`config.mk`:
```
export PLATFORM = sky130hd
export DESIGN_NAME = relu_stream
export DESIGN_NICKNAME = d
export VERILOG_FILES = /design/src/rtl/relu_stream.sv
export SDC_FILE = /design/constraint.sdc
export NUM_CORES = 1
export LEC_CHECK = 0
export ABC_AREA = 1
export CAP_MARGIN = 10
export CELL_PAD_IN_SITES_DETAIL_PLACEMENT = 0
export CELL_PAD_IN_SITES_GLOBAL_PLACEMENT = 1
export CORE_UTILIZATION = 42
export DETAILED_ROUTE_END_ITERATION = 7
export GPL_TIMING_DRIVEN = 0
export PLACE_DENSITY_LB_ADDON = 0.1
export RECOVER_POWER = 100
export SYNTH_ARGS = -nofsm -noshare
export SYNTH_HDL_FRONTEND = slang
export SYNTH_SLANG_ARGS = --single-unit
```
`constraint.sdc`:
```
create_clock -name clk -period 6.1 [get_ports clk]
set_input_delay 1.22 -clock clk [delete_from_list [all_inputs] [get_ports clk]]
set_output_delay 1.22 -clock clk [all_outputs]
set_load 0.03 [all_outputs]
```
`src/rtl/relu_stream.sv`:
```
// relu_stream: two-stage streaming activation unit.
// Each beat carries one row of LANES signed elements. The activation is chosen
// per tile: ReLU, clipped ReLU or leaky ReLU. The mode and clip ceiling are
// captured on the first row of each ROWS-row tile and travel with every beat.
// The final row of each tile is flagged on out_last.
// Optional build macro RELU_STATS_EN adds a per-tile zero-element counter
// (zero_cnt / zero_cnt_valid).

module relu_stream #(
   parameter int DATA_W      = 8,
   parameter int LANES       = 16,
   parameter int ROWS        = 15,
   parameter int LEAKY_SHIFT = 3
) (
   input  logic                    clk,
   input  logic                    rst,
   input  logic [1:0]              mode,
   input  logic [DATA_W-1:0]       clip_val,
   input  logic                    in_valid,
   output logic                    in_ready,
   input  logic [LANES*DATA_W-1:0] in_data,
   output logic                    out_valid,
   input  logic                    out_ready,
   output logic [LANES*DATA_W-1:0] out_data,
   output logic                    out_last,
   output logic                    busy
`ifdef RELU_STATS_EN
   ,
   output logic [$clog2(ROWS*LANES+1)-1:0] zero_cnt,
   output logic                            zero_cnt_valid
`endif
);

   localparam int CNT_W = (ROWS > 1) ? $clog2(ROWS) : 1;
   localparam int ROW_W = LANES * DATA_W;
   localparam logic [CNT_W-1:0] CNT_ZERO = {CNT_W{1'b0}};
   localparam logic [CNT_W-1:0] CNT_LAST = CNT_W'(ROWS - 1);
   localparam logic signed [DATA_W-1:0] ZERO_S = {DATA_W{1'b0}};

   // Per-lane activation. Leaky mode relies on >>> flooring toward -inf.
   // A non-positive clip ceiling forces every lane to zero.
   function automatic logic [DATA_W-1:0] act_fn(
      input logic signed [DATA_W-1:0] x,
      input logic [1:0]               m,
      input logic signed [DATA_W-1:0] c
   );
      logic signed [DATA_W-1:0] y;
      case (m)
         2'd1: begin
            if ((x <= ZERO_S) || (c <= ZERO_S)) begin
               y = ZERO_S;
            end else if (x > c) begin
               y = c;
            end else begin
               y = x;
            end
         end
         2'd2: begin
            if (x >= ZERO_S) begin
               y = x;
            end else begin
               y = x >>> LEAKY_SHIFT;
            end
         end
         default: begin
            if (x > ZERO_S) begin
               y = x;
            end else begin
               y = ZERO_S;
            end
         end
      endcase
      return y;
   endfunction

   // Tile state
   logic [CNT_W-1:0]  cnt_r;
   logic [1:0]        tile_mode_r;
   logic [DATA_W-1:0] tile_clip_r;

   // Stage 1: registered input beat plus its tile configuration
   logic              v1_r;
   logic [ROW_W-1:0]  data1_r;
   logic              last1_r;
   logic [1:0]        mode1_r;
   logic [DATA_W-1:0] clip1_r;

   // Stage 2: registered result
   logic              v2_r;
   logic [ROW_W-1:0]  data2_r;
   logic              last2_r;

   // Handshake and per-beat configuration
   logic              adv1_s;
   logic              adv2_s;
   logic              acc_s;
   logic [1:0]        beat_mode_s;
   logic [DATA_W-1:0] beat_clip_s;
   logic              beat_last_s;
   logic [ROW_W-1:0]  act_s;

   // Pipeline advance conditions; no skid buffer, so in_ready follows out_ready.
   always_comb begin
      adv2_s = !v2_r || out_ready;
      adv1_s = !v1_r || adv2_s;
      acc_s  = in_valid && adv1_s;
   end

   // The first row of a tile uses the live mode/clip inputs, later rows use the latched copy.
   always_comb begin
      if (cnt_r == CNT_ZERO) begin
         beat_mode_s = mode;
         beat_clip_s = clip_val;
      end else begin
         beat_mode_s = tile_mode_r;
         beat_clip_s = tile_clip_r;
      end
      beat_last_s = (cnt_r == CNT_LAST);
   end

   // Apply the activation lane by lane to the stage-1 row.
   always_comb begin
      act_s = {ROW_W{1'b0}};
      for (int k = 0; k < LANES; k++) begin
         act_s[k*DATA_W +: DATA_W] = act_fn(data1_r[k*DATA_W +: DATA_W], mode1_r, clip1_r);
      end
   end

   // Row counter and tile configuration latch, updated on every accepted beat.
   always_ff @(posedge clk) begin
      if (rst) begin
         cnt_r       <= CNT_ZERO;
         tile_mode_r <= 2'd0;
         tile_clip_r <= {DATA_W{1'b0}};
      end else if (acc_s) begin
         if (beat_last_s) begin
            cnt_r <= CNT_ZERO;
         end else begin
            cnt_r <= cnt_r + CNT_W'(1'b1);
         end
         if (cnt_r == CNT_ZERO) begin
            tile_mode_r <= mode;
            tile_clip_r <= clip_val;
         end
      end
   end

   // Stage 1 register: capture the accepted beat with its configuration and last flag.
   always_ff @(posedge clk) begin
      if (rst) begin
         v1_r    <= 1'b0;
         data1_r <= {ROW_W{1'b0}};
         last1_r <= 1'b0;
         mode1_r <= 2'd0;
         clip1_r <= {DATA_W{1'b0}};
      end else if (adv1_s) begin
         v1_r <= acc_s;
         if (acc_s) begin
            data1_r <= in_data;
            last1_r <= beat_last_s;
            mode1_r <= beat_mode_s;
            clip1_r <= beat_clip_s;
         end
      end
   end

   // Stage 2 register: hold the activated row steady while the consumer stalls.
   always_ff @(posedge clk) begin
      if (rst) begin
         v2_r    <= 1'b0;
         data2_r <= {ROW_W{1'b0}};
         last2_r <= 1'b0;
      end else if (adv2_s) begin
         v2_r <= v1_r;
         if (v1_r) begin
            data2_r <= act_s;
            last2_r <= last1_r;
         end else begin
            last2_r <= 1'b0;
         end
      end
   end

   assign in_ready  = adv1_s;
   assign out_valid = v2_r;
   assign out_data  = data2_r;
   assign out_last  = last2_r;
   assign busy      = (cnt_r != CNT_ZERO) || v1_r || v2_r;

`ifdef RELU_STATS_EN
   localparam int ZW = $clog2(ROWS*LANES+1);
   localparam int PW = $clog2(LANES+1);

   logic [PW-1:0] beat_zeros_s;
   logic          hs_s;
   logic [ZW-1:0] zero_acc_r;
   logic [ZW-1:0] zero_cnt_r;
   logic          zero_cnt_valid_r;

   // Count zero lanes in the row currently presented on the output.
   always_comb begin
      beat_zeros_s = {PW{1'b0}};
      hs_s         = v2_r && out_ready;
      for (int k = 0; k < LANES; k++) begin
         if (data2_r[k*DATA_W +: DATA_W] == {DATA_W{1'b0}}) begin
            beat_zeros_s = beat_zeros_s + PW'(1'b1);
         end else begin
            beat_zeros_s = beat_zeros_s;
         end
      end
   end

   // Accumulate per-tile zeros on output handshakes; publish and clear on the last row.
   always_ff @(posedge clk) begin
      if (rst) begin
         zero_acc_r       <= {ZW{1'b0}};
         zero_cnt_r       <= {ZW{1'b0}};
         zero_cnt_valid_r <= 1'b0;
      end else begin
         zero_cnt_valid_r <= hs_s && last2_r;
         if (hs_s) begin
            if (last2_r) begin
               zero_cnt_r <= zero_acc_r + ZW'(beat_zeros_s);
               zero_acc_r <= {ZW{1'b0}};
            end else begin
               zero_acc_r <= zero_acc_r + ZW'(beat_zeros_s);
            end
         end
      end
   end

   assign zero_cnt       = zero_cnt_r;
   assign zero_cnt_valid = zero_cnt_valid_r;
`endif

endmodule

```
# After elaboration in Yosys (flattened, before gate mapping)
# Cells that the tools add are included.
# totals
register_bits	284
word_cells	191
# op_classes
muxes	84
reduce_logical	27
addsub	1
n_eq_ne	3
order_cmp	65
# op_table
op	count
$mux W8	49
$pmux W8 S2	16
$le A8 B1 Y1 const B	17
$ge A8 B1 Y1 const B	16
$gt A8 B1 Y1 const B	16
$gt A8 B8 Y1	16
$mux W7	16
$logic_or A1 B1 Y1	20
$add A4 B1 Y4 const B	1
$eq A4 B4 Y1 const B	1
$logic_not A4 Y1	1
$mux W4	1
$reduce_and A2 Y1	2
$reduce_bool A4 Y1	1
$eq A2 B1 Y1 const B	1
$eq A2 B2 Y1 const B	1
$logic_not A1 Y1	2
$mux W2	1
$logic_and A1 B1 Y1	1
$mux W1	1

# Depth between registers and ports, before layout
# Gate-level depths: netlist (run 1).
# logic_depth
word_depth	5
ltp_mapped	17

# Worst setup path after synthesis (run 1)
# No wires, ideal clock.
# synth_timing
path_type	input-to-output
startpoint	in out_ready
endpoint	out in_ready
arrival_ns	1.736
path_slack_ns	3.144
stages	3
n_path_buf	0
path_cell_list	or2_4 inv_2 nand2_1
# synth_between
elab_chain_cells	2
# synth_lines
element	line	rtl
start, declared	23	input logic out_ready,
$logic_or A1 B1 Y1	104	adv2_s = !v2_r || out_ready;
$logic_or A1 B1 Y1	105	adv1_s = !v1_r || adv2_s;
end, declared	20	output logic in_ready,
# Every way passes these cells.

# Worst setup path in the final report (run 1)
# layout_timing
startpoint	in out_ready
endpoint	reg data2_r[94], in the netlist out_data[94]
# layout_between
elab_chain_cells	2
# layout_lines
element	line	rtl
$logic_or A1 B1 Y1	104	
$reduce_and A2 Y1 (no source line)	-	
end signal, assigned	171	data2_r <= {ROW_W{1'b0}};
end signal, assigned	176	data2_r <= act_s;
end, declared	90	logic [ROW_W-1:0] data2_r;
# Every way passes these cells.
# A chain may end at the register's enable or synchronous reset.

==> flow_metrics.env, run 1 <==
export IMPL_coreArea_um2=40800
export IMPL_synth_edf_count=0
export IMPL_power_mw=6.06
export IMPL_synth_compound_area_share_pct=23.9
export IMPL_drt_pass1_iter_count=6
export IMPL_regToRegStartpoint="out_valid"
export IMPL_hp_class="reg -> reg"
export IMPL_place_gp_congestion=0.949
export IMPL_path_cells="dlygate4sd3_1 > or2_0 > nand2_1 > nor2_1 > inv_4 > nor2_1 > clkbuf_1 > clkbuf_1 > a221oi_1 > a21oi_1"
export IMPL_maxCapViolCount=0
export IMPL_die_w_um=205
export IMPL_post_route_period_util_pct=76.3
export IMPL_ys_warnings_count=0
export IMPL_io_pins=274
export IMPL_synth_most_common_cell="nand2_1"
export IMPL_gr_total_overflow=0
export IMPL_ant_nets=0
export IMPL_grtUsageTotal_pct=36.1
export IMPL_ctsHoldBuffers=0
export IMPL_n_antenna_cell=0
export IMPL_cts_buffers=35
export IMPL_ys_seq_area_share_pct=31.6
export IMPL_clockBufferDepth=3
export IMPL_hold_ws_ns=0.462
export IMPL_required_ns=6.56
export IMPL_synth_area_leaders="dfxtp_1 32%, nand2_1 12%, a21oi_1 11%"
export IMPL_hold_viol=0
export IMPL_top_layer_used="met4"
export IMPL_utilization_pct=53.6
export IMPL_met3_length_um=6860
export IMPL_crit_fanout=10
export IMPL_p_int_mw=3.79
export IMPL_wirelength_um=77600
export IMPL_antenna_found_initial=0
export IMPL_postCtsSetupRepairBufs=0
export IMPL_cp_num_cells=10
export IMPL_vias=20200
export IMPL_mappedNetlistNets=2807
export IMPL_rr_worst_depth=10
export IMPL_hpwl_um=55800
export IMPL_min_period_ns=4.65
export IMPL_place_ws_ns=2.21
export IMPL_numPortBuffers=272
export IMPL_drt_met1_wl_um=33100
export IMPL_relSlewSlack_pct=12.1
export IMPL_die_area_um2=42200
export IMPL_die_y_um=205
export IMPL_synth_xor_xnor_area_share_pct=0
export IMPL_grt_max_degree=26
export IMPL_synthAdderAreaFrac_pct=9.37
export IMPL_viasPerCell=5.95
export IMPL_synth_mux_area_share_pct=0
export IMPL_p_clk_share_pct=35.3
export IMPL_crit_type="in -> reg"
export IMPL_ctsResizeCount=0
export IMPL_ys_seq_elements=274
export IMPL_max_freq_ghz=0.215
export IMPL_yosysTopAreaCellShare_pct=31.6
export IMPL_pwr_share_comb_pct=31.9
export IMPL_drive_gt1_share_pct=4.28
export IMPL_slowest_delay_ns=0.68
export IMPL_setup_slack_ns=1.45
export IMPL_synth_area_um2=17400
export IMPL_rows=74
export IMPL_vdd_drop_max_v=0.000211
export IMPL_clk_pin_slew_ns=0.06
export IMPL_rsz0062_at_grt="no"
export IMPL_skew_ns=0.0141
export IMPL_reg2reg_slack_ns=2.28
export IMPL_numClockSinks=274
export IMPL_synth_top_family_by_area="simple AND/OR/NAND/NOR gates"
export IMPL_worst_path_buf_inv=4
export IMPL_initial_utilization_pct=42.5
export IMPL_startpoint="out_ready"
export IMPL_synth_top_flop_cell="dfxtp_1"
export IMPL_start_kind="input port"
export IMPL_synth_simple_area_share_pct=25.9
export IMPL_nNetsFinal=3120
export IMPL_async_flop_share_pct=0
export IMPL_status="completed"
export IMPL_root_buffer="clkbuf_16"
export IMPL_power_switching_mw=2.27
export IMPL_synthCells=2535
export IMPL_p_sw_share_pct=37.4
export IMPL_p_seq_share_pct=32.8
export IMPL_endpoint="out_data[94]"
export IMPL_cp_end_kind="register"
export IMPL_grt_pass1_wl_um=114000
export IMPL_setup_violations_final=0
export IMPL_synth_commonest_cells="544 x nand2_1, 393 x a21oi_1, 274 x dfxtp_1"
export IMPL_wl_per_cell_um=22.8
export IMPL_syn_avg_cell_area_um2=6.85
export IMPL_synth_top_area_cell="dfxtp_1"
export IMPL_maxSlewViolCount=0
export IMPL_power_density_nw_per_um2=277
export IMPL_worst_path_max_delay_cell="clkbuf_1"
export IMPL_reg2reg_to="out_data[94]"
export IMPL_clk_latency_ns=0.55
export IMPL_dr_wl_met2_um=34200
export IMPL_grt_pass1_vias=18500
export IMPL_setup_tns_ns=0
export IMPL_tightestPinTransition_ns=1.32
export IMPL_critical_path_top_delay_family="buffers and inverters"
export IMPL_initialDrtViolationCount=1993
export IMPL_p_leak_nw=9.57
export IMPL_arrival_ns=5.12
export IMPL_drc_errors=0
export IMPL_htreeDepth=2
export IMPL_area_delta_synth_final_pct=26.1
export IMPL_synth_cell_types=37
export IMPL_cts_tree="yes"
[worst min path at each step]
stage                   from             to  slack (ns)  cells past startpoint
2_1_floorplan        last1_r       out_last        0.44                      2
3_3_place_gp    out_data[55]   out_data[55]        0.45                      2
3_5_place_dp    out_data[47]   out_data[47]        0.46                      2
4_1_cts         out_data[47]   out_data[47]        0.47                      2
5_1_grt        out_data[105]  out_data[105]        0.48                      2
6_report       out_data[115]  out_data[115]        0.46                      2
[layout by cell type (no fill, tap or decap), types with 4 or more instances in the layout]
master,synthesis,routed
buf_2,49,25
nand2_1,544,546
nor3_2,12,12
a21oi_1,393,393
dfxtp_1,274,274
dlygate4sd3_1,0,133
nand4_1,96,96
nor2_2,9,8
o211ai_1,48,48
clkinv_1,10,11
a211oi_1,4,4
nor3_1,18,18
clkinv_2,0,5
clkbuf_8,0,8
nand3_1,127,127
clkdlybuf4s50_1,0,139
inv_2,8,7
clkbuf_1,79,123
ha_1,130,130
inv_1,227,227
nand3_2,7,7
a311oi_1,24,24
nor2_1,129,131
o21ai_0,196,196
a22oi_1,5,5
buf_1,10,5
a21o_1,13,13
nor4_1,57,57
a221oi_1,35,41
clkbuf_16,0,37
[routing by layer]
layer / GRT usage [%] / up-vias
li1: - / 9486
met1: 48.9 / 9566
met2: 57.2 / 1008
met3: 4.89 / 188
met4: 15.3 / 0
met5: 0 / -
[per-stage QoR]
step | cell area [um2] | std cells
CTS | 22000 | 3405
global placement | 20800 | 3339
detailed placement | 20900 | 3343
floorplan | 17400 | 2535
global route | 21900 | 3405
finish | 21900 | 3405
[worst reg2reg max path, stage by stage, from the launching register on]
cell and delay (ns):
dfxtp_1 0.31, inv_1 0.06, or2_0 0.19, nand2_1 0.37, nor2_1 0.43, inv_4 0.21
nor2_1 0.42, clkbuf_1 0.68, clkbuf_1 0.63, a221oi_1 0.21, a21oi_1 0.22
[layout make-up]
| cell class | count | area (um2) |
|---|---|---|
| Buffer | 148 | 613 |
| Clock buffer | 55 | 1070 |
| Clock inverter | 7 | 85.1 |
| Fill cell | 4107 | 18900 |
| Inverter | 246 | 926 |
| Multi-Input combinational cell | 1867 | 10200 |
| Sequential cell | 274 | 5490 |
| Tap cell | 532 | 666 |
| Timing Repair Buffer | 276 | 2820 |
[flip-flops by register name (all words and copies together) (netlist names), named ones only]
register   flops
out_data     128
cnt_r          4
v1_r           1
out_last       1
data1_r      128
last1_r        1
out_valid      1
[cell families (layout without fill, tap and decap cells)]
kind of cell | after synthesis | count (layout)
simple gates | 1004 | 1004
flops | 274 | 274
buf+inv | 394 | 732
fa+ha+maj | 130 | 130
compound gates | 733 | 733
[power by group through the flow]
stage               clock network [mW]  logic, mW  registers (mW)
floorplan                            0       1.17            2.06
CTS                               2.15       1.91            1.98
global route                      2.22       2.12            2.00
detailed placement                   0       1.90            2.02
finish                            2.14       1.93            1.99
global placement                     0       1.85            2.03
(Power assumes the default switching activity.)
==> inputs of run 2 (changes only) <==
--- a/config.mk
+++ b/config.mk
@@ -9,7 +9,7 @@
 export CAP_MARGIN = 10
 export CELL_PAD_IN_SITES_DETAIL_PLACEMENT = 0
 export CELL_PAD_IN_SITES_GLOBAL_PLACEMENT = 1
-export CORE_UTILIZATION = 42
+export CORE_UTILIZATION = 39
 export DETAILED_ROUTE_END_ITERATION = 7
 export GPL_TIMING_DRIVEN = 0
 export PLACE_DENSITY_LB_ADDON = 0.1
==> constraint.sdc (replaced) <==
create_clock -name clk -period 4.6 [get_ports clk]
set_input_delay 0.92 -clock clk [delete_from_list [all_inputs] [get_ports clk]]
set_output_delay 0.92 -clock clk [all_outputs]
set_load 0.03 [all_outputs]
==> run 2 against run 1 <==
Effect of this change:
- sequential cell count did not move
- worst hold slack got worse by 0.0017 ns
- power rose by 32%
- sequential share of layout area fell by 0.053 points
- combinational power rose by 33%
- sequential power rose by 33%
- global-route usage fell by 1.6 points
- via count fell by 0.96%
- final area rose by 0.23%
- register-to-register slack got worse by 1.2 ns
- critical path depth rose by 1
- critical path type unchanged
- largest power group unchanged
==> flow_metrics.env, run 2 (synthesized netlist as in run 1, its figures left out) <==
export IMPL_crit_type="in -> reg"
export IMPL_maxSlewViolCount=0
export IMPL_grt_max_degree=26
export IMPL_met1_usage_pct=46.2
export IMPL_hpwl_um=57000
export IMPL_grt_pass1_wl_um=115000
export IMPL_p_leak_nw=9.58
export IMPL_cts_tree="yes"
export IMPL_place_ws_ns=1.17
export IMPL_path_cells="dlygate4sd3_1 > or2_0 > nand2_1 > nor2_1 > inv_4 > nor2_1 > clkbuf_1 > inv_1 > a21oi_1 > a211oi_1 > a21oi_1"
export IMPL_vias=20100
export IMPL_viasPerCell=5.80
export IMPL_startpoint="out_ready"
export IMPL_rr_worst_depth=16
export IMPL_rows=76
export IMPL_setup_slack_ns=0.630
export IMPL_die_w_um=213
export IMPL_numPortBuffers=272
export IMPL_vdd_drop_max_v=0.000307
export IMPL_status="completed"
export IMPL_maxCapViolCount=0
export IMPL_rsz0062_at_grt="no"
export IMPL_ant_nets=0
export IMPL_coreArea_um2=43500
export IMPL_post_route_period_util_pct=86.3
export IMPL_drt_pass1_iter_count=5
export IMPL_place_gp_congestion=0.934
export IMPL_arrival_ns=4.46
export IMPL_setup_tns_ns=0
export IMPL_tightestPinTransition_ns=1.37
export IMPL_grt_util_met2_pct=54.6
export IMPL_gr_total_overflow=0
export IMPL_skew_ns=0.0319
export IMPL_busiest_layer="met2"
export IMPL_min_period_ns=3.97
export IMPL_clockBufferDepth=3
export IMPL_grtUsageTotal_pct=34.5
export IMPL_start_kind="input port"
export IMPL_initial_utilization_pct=40.0
export IMPL_worst_path_buf_inv=4
export IMPL_hp_class="reg -> reg"
export IMPL_power_density_nw_per_um2=366
export IMPL_wl_per_cell_um=22.9
export IMPL_grt_pass1_vias=18700
export IMPL_filler_cell_count=4490
export IMPL_cp_end_kind="register"
export IMPL_utilization_pct=50.5
export IMPL_initialDrtViolationCount=1753
export IMPL_hold_depth=2
export IMPL_clk_pin_slew_ns=0.06
export IMPL_slowest_delay_ns=0.66
export IMPL_final_common_cell="nand2_1"
export IMPL_drc_errors=0
export IMPL_ctsResizeCount=0
export IMPL_postCtsSetupRepairBufs=0
export IMPL_reg2reg_slack_ns=1.05
export IMPL_antenna_found_initial=1
export IMPL_io_pins=274
export IMPL_ctsHoldBuffers=0
export IMPL_root_buffer="clkbuf_16"
export IMPL_seq_area_um2=5490
export IMPL_crit_fanout=10
export IMPL_min_from="out_data[120]"
export IMPL_cts_buffers=35
export IMPL_drive_gt1_share_pct=4.45
export IMPL_relSlewSlack_pct=8.57
export IMPL_critical_path_top_delay_family="buffers and inverters"
export IMPL_wirelength_um=79100
export IMPL_multi_input_area_um2=10200
export IMPL_hold_viol=0
export IMPL_setup_violations_final=0
export IMPL_area_delta_synth_final_pct=26.3
export IMPL_die_y_um=213
export IMPL_max_freq_ghz=0.252
export IMPL_cp_num_cells=11
export IMPL_most_common_layout_cells="546 x nand2_1, 393 x a21oi_1, 273 x dfxtp_1"
export IMPL_n_antenna_cell=0
export IMPL_clk_latency_ns=0.58
export IMPL_die_area_um2=45400
export IMPL_htreeDepth=2
export IMPL_required_ns=5.09
export IMPL_nNetsFinal=3121
export IMPL_numClockSinks=274
export IMPL_met3_usage_pct=5.29
export IMPL_hold_ws_ns=0.460
export IMPL_worst_path_max_delay_cell="clkbuf_1"
[run 2: changes by cell type in the layout (fill, tap and decap cells not counted), moves of 3 or more]
| cell | change |
|---|---|
| buf_2 | +9 |
| clkbuf_1 | -12 |
| clkbuf_8 | -4 |
| inv_1 | +3 |
| inv_2 | -3 |
| inv_6 | +3 |
| nand3_1 | +5 |
| nand3_2 | -5 |
[run 2: report_power, final]
part           switching, mW  total (mW)  leakage [nW]  internal (mW)
combinational           1.75        2.56          6.77          0.802
sequential             0.129        2.64          2.25           2.52
clock                   1.18        2.82         0.558           1.64
total                   3.06        8.02          9.58           4.96
[run 2: path summary, 6_finish.rpt]
| kind | endpoint |
|---|---|
| max | out_data[52] |
| min | out_data[120] |
| min reg2reg | out_data[120] |
| max reg2reg | out_data[107] |
[run 2: routing by layer]
layer / up-vias / wire length [um] / part of all wire [%]
met1: 9433 / 34300 / 43
met4: 0 / 3310 / 4.2
met5: - / 0 / 0
met2: 968 / 34800 / 44
met3: 175 / 6750 / 8.5
li1: 9478 / - / -
[run 2: metrics by stage]
step / power (mW) / instance area (um2) / std cells
CTS: 8.01 / 22100 / 3459
global route: 8.40 / 21900 / 3459
detailed placement: 5.22 / 20900 / 3397
finish: 8.02 / 21900 / 3459
global placement: 5.15 / 20800 / 3392
floorplan: 4.28 / 17400 / 2535
[run 2: layout make-up]
| class | count | area share [%] |
|---|---|---|
| Multi-Input combinational cell | 1867 | 46.5 |
| Sequential cell | 274 | 25.0 |
| Timing Repair Buffer | 277 | 12.9 |
| Clock buffer | 48 | 4.40 |
| Inverter | 246 | 4.22 |
| Tap cell | 585 | 3.34 |
| Buffer | 148 | 2.90 |
| Clock inverter | 14 | 0.730 |
[run 2: worst min-delay path, stage by stage (launching register included)]
cell,delay (ns)
dfxtp_1,0.30
nand2_1,0.06
a21oi_1,0.05
==> inputs of run 3 (changes only) <==
--- a/config.mk
+++ b/config.mk
@@ -9,11 +9,13 @@
 export CAP_MARGIN = 10
 export CELL_PAD_IN_SITES_DETAIL_PLACEMENT = 0
 export CELL_PAD_IN_SITES_GLOBAL_PLACEMENT = 1
+export CORE_ASPECT_RATIO = 0.75
 export CORE_UTILIZATION = 39
 export DETAILED_ROUTE_END_ITERATION = 7
 export GPL_TIMING_DRIVEN = 0
 export PLACE_DENSITY_LB_ADDON = 0.1
 export RECOVER_POWER = 100
+export SLEW_MARGIN = 25
 export SYNTH_ARGS = -nofsm -noshare
 export SYNTH_HDL_FRONTEND = slang
 export SYNTH_SLANG_ARGS = --single-unit
==> run 3 against run 2 <==
Effect of this change:
- combinational power about the same
- global-route usage decreased by 0.18 points
- via count is 1.7% higher
- worst hold slack worse by 0.0010 ns
- core utilization down 0.39 points
- sequential share of layout area is 0.11 points higher
- critical path depth down 3
- sequential power is essentially flat
- worst setup slack improved by 0.018 ns
- register-to-register slack lost 0.24 ns
- first-iteration DRC count rose by 44%
- final cell count decreased by 0.46%
==> flow_metrics.env, run 3 (synthesized netlist as in run 1, its figures left out) <==
export IMPL_post_route_period_util_pct=85.9
export IMPL_p_leak_nw=9.53
export IMPL_final_common_cell="nand2_1"
export IMPL_ctsHoldBuffers=0
export IMPL_hp_class="reg -> reg"
export IMPL_numPortBuffers=272
export IMPL_maxSlewViolCount=0
export IMPL_hold_viol=0
export IMPL_io_pins=274
export IMPL_clk_pin_slew_ns=0.07
export IMPL_grtUsageTotal_pct=34.3
export IMPL_gr_total_overflow=0
export IMPL_start_kind="input port"
export IMPL_die_y_um=185
export IMPL_clockBufferDepth=3
export IMPL_ant_nets=0
export IMPL_skew_ns=0.0144
export IMPL_relSlewSlack_pct=13.8
export IMPL_ctsResizeCount=0
export IMPL_maxCapViolCount=0
export IMPL_cts_tree="yes"
export IMPL_tightestPinTransition_ns=1.29
export IMPL_setup_tns_ns=0
export IMPL_htreeDepth=1
export IMPL_most_common_layout_cells="546 x nand2_1, 393 x a21oi_1, 273 x dfxtp_1"
export IMPL_rows=66
export IMPL_wirelength_um=80300
export IMPL_required_ns=5.06
export IMPL_crit_type="in -> reg"
export IMPL_grt_max_degree=19
export IMPL_cp_end_kind="register"
export IMPL_min_from="out_data[105]"
export IMPL_viasPerCell=5.92
export IMPL_clk_latency_ns=0.60
export IMPL_area_delta_synth_final_pct=25.8
export IMPL_postCtsSetupRepairBufs=0
export IMPL_drive_gt1_share_pct=4.29
export IMPL_numClockSinks=274
export IMPL_initialDrtViolationCount=2522
export IMPL_rr_worst_depth=16
export IMPL_hold_ws_ns=0.459
export IMPL_hpwl_um=57600
export IMPL_grt_pass1_wl_um=116000
export IMPL_cts_buffers=30
export IMPL_power_mw=7.85
export IMPL_arrival_ns=4.41
export IMPL_nNetsFinal=3116
export IMPL_startpoint="out_ready"
export IMPL_drc_errors=0
export IMPL_vias=20400
export IMPL_root_buffer="clkbuf_16"
export IMPL_vdd_drop_max_v=0.000303
export IMPL_min_period_ns=3.95
export IMPL_power_density_nw_per_um2=360
export IMPL_die_w_um=246
export IMPL_filler_cell_count=4448
export IMPL_hold_depth=2
export IMPL_die_area_um2=45400
export IMPL_rsz0062_at_grt="no"
export IMPL_status="completed"
export IMPL_setup_violations_final=0
export IMPL_place_gp_congestion=0.937
export IMPL_coreArea_um2=43600
export IMPL_utilization_pct=50.1
export IMPL_n_antenna_cell=0
export IMPL_antenna_found_initial=1
export IMPL_max_freq_ghz=0.253
export IMPL_initial_utilization_pct=39.8
export IMPL_drt_pass1_iter_count=7
export IMPL_wl_per_cell_um=23.3
export IMPL_crit_fanout=10
export IMPL_grt_pass1_vias=18400
[run 3: changes by cell type in the layout (fill, tap and decap cells not counted)]
cell       before  now
buf_2          34   26
clkbuf_8        4    9
clkbuf_16      35   31
inv_1         230  226
inv_2           4    8
clkbuf_2        0    3
inv_6           3    0
buf_12          0    2
clkinv_2        7    5
buf_16          4    3
clkinv_4        1    0
[run 3: worst max-delay path, stage by stage]
cell           delay [ns]
dlygate4sd3_1        0.58
or2_0                0.28
clkinv_1             0.08
nand2_1              0.10
nand2_1              0.74
clkbuf_1             1.02
clkbuf_1             0.51
a21oi_1              0.15
[run 3: through the flow]
stage	instance area (um2)	cells	setup WS [ns]
2_1_floorplan	17400	2535	2.16
3_3_place_gp	20800	3385	0.516
3_5_place_dp	20900	3390	1.06
4_1_cts	22000	3443	1.19
5_1_grt	21800	3443	0.604
6_report	21800	3443	0.648
[run 3: worst paths after layout]
path / endpoint / slack [ns]
worst max register to register: out_data[33] / 0.81
worst min register to register: out_data[105] / 0.46
worst min-delay path: out_data[105] / 0.46
worst max-delay path: data1_r[92] / 0.65
[run 3: cell type report]
class | instances | area, um2 | share of cell area, %
multi-input combinational | 1867 | 10200 | 46.7
sequential | 274 | 5490 | 25.1
timing repair buffer | 277 | 2850 | 13.0
inverter | 246 | 926 | 4.24
clock buffer | 45 | 918 | 4.20
tap | 578 | 723 | 3.31
buffer | 148 | 629 | 2.88
clock inverter | 8 | 115 | 0.527
[run 3: power by group]
part	switching (mW)	internal (mW)	total, mW
clock network	1.10	1.53	2.63
logic	1.78	0.802	2.59
registers	0.124	2.51	2.64
total	3.01	4.85	7.85
[run 3: metal layers]
layer  vias up  GRT usage (%)  share of wire [%]  routed length, um
met3       180           5.21                9.6               7720
met2      1149           52.0                 42              33900
met4         0           11.4                3.7               2970
li1       9483              -                  -                  -
met5         -              0                  0                  0
met1      9581           49.1                 44              35700
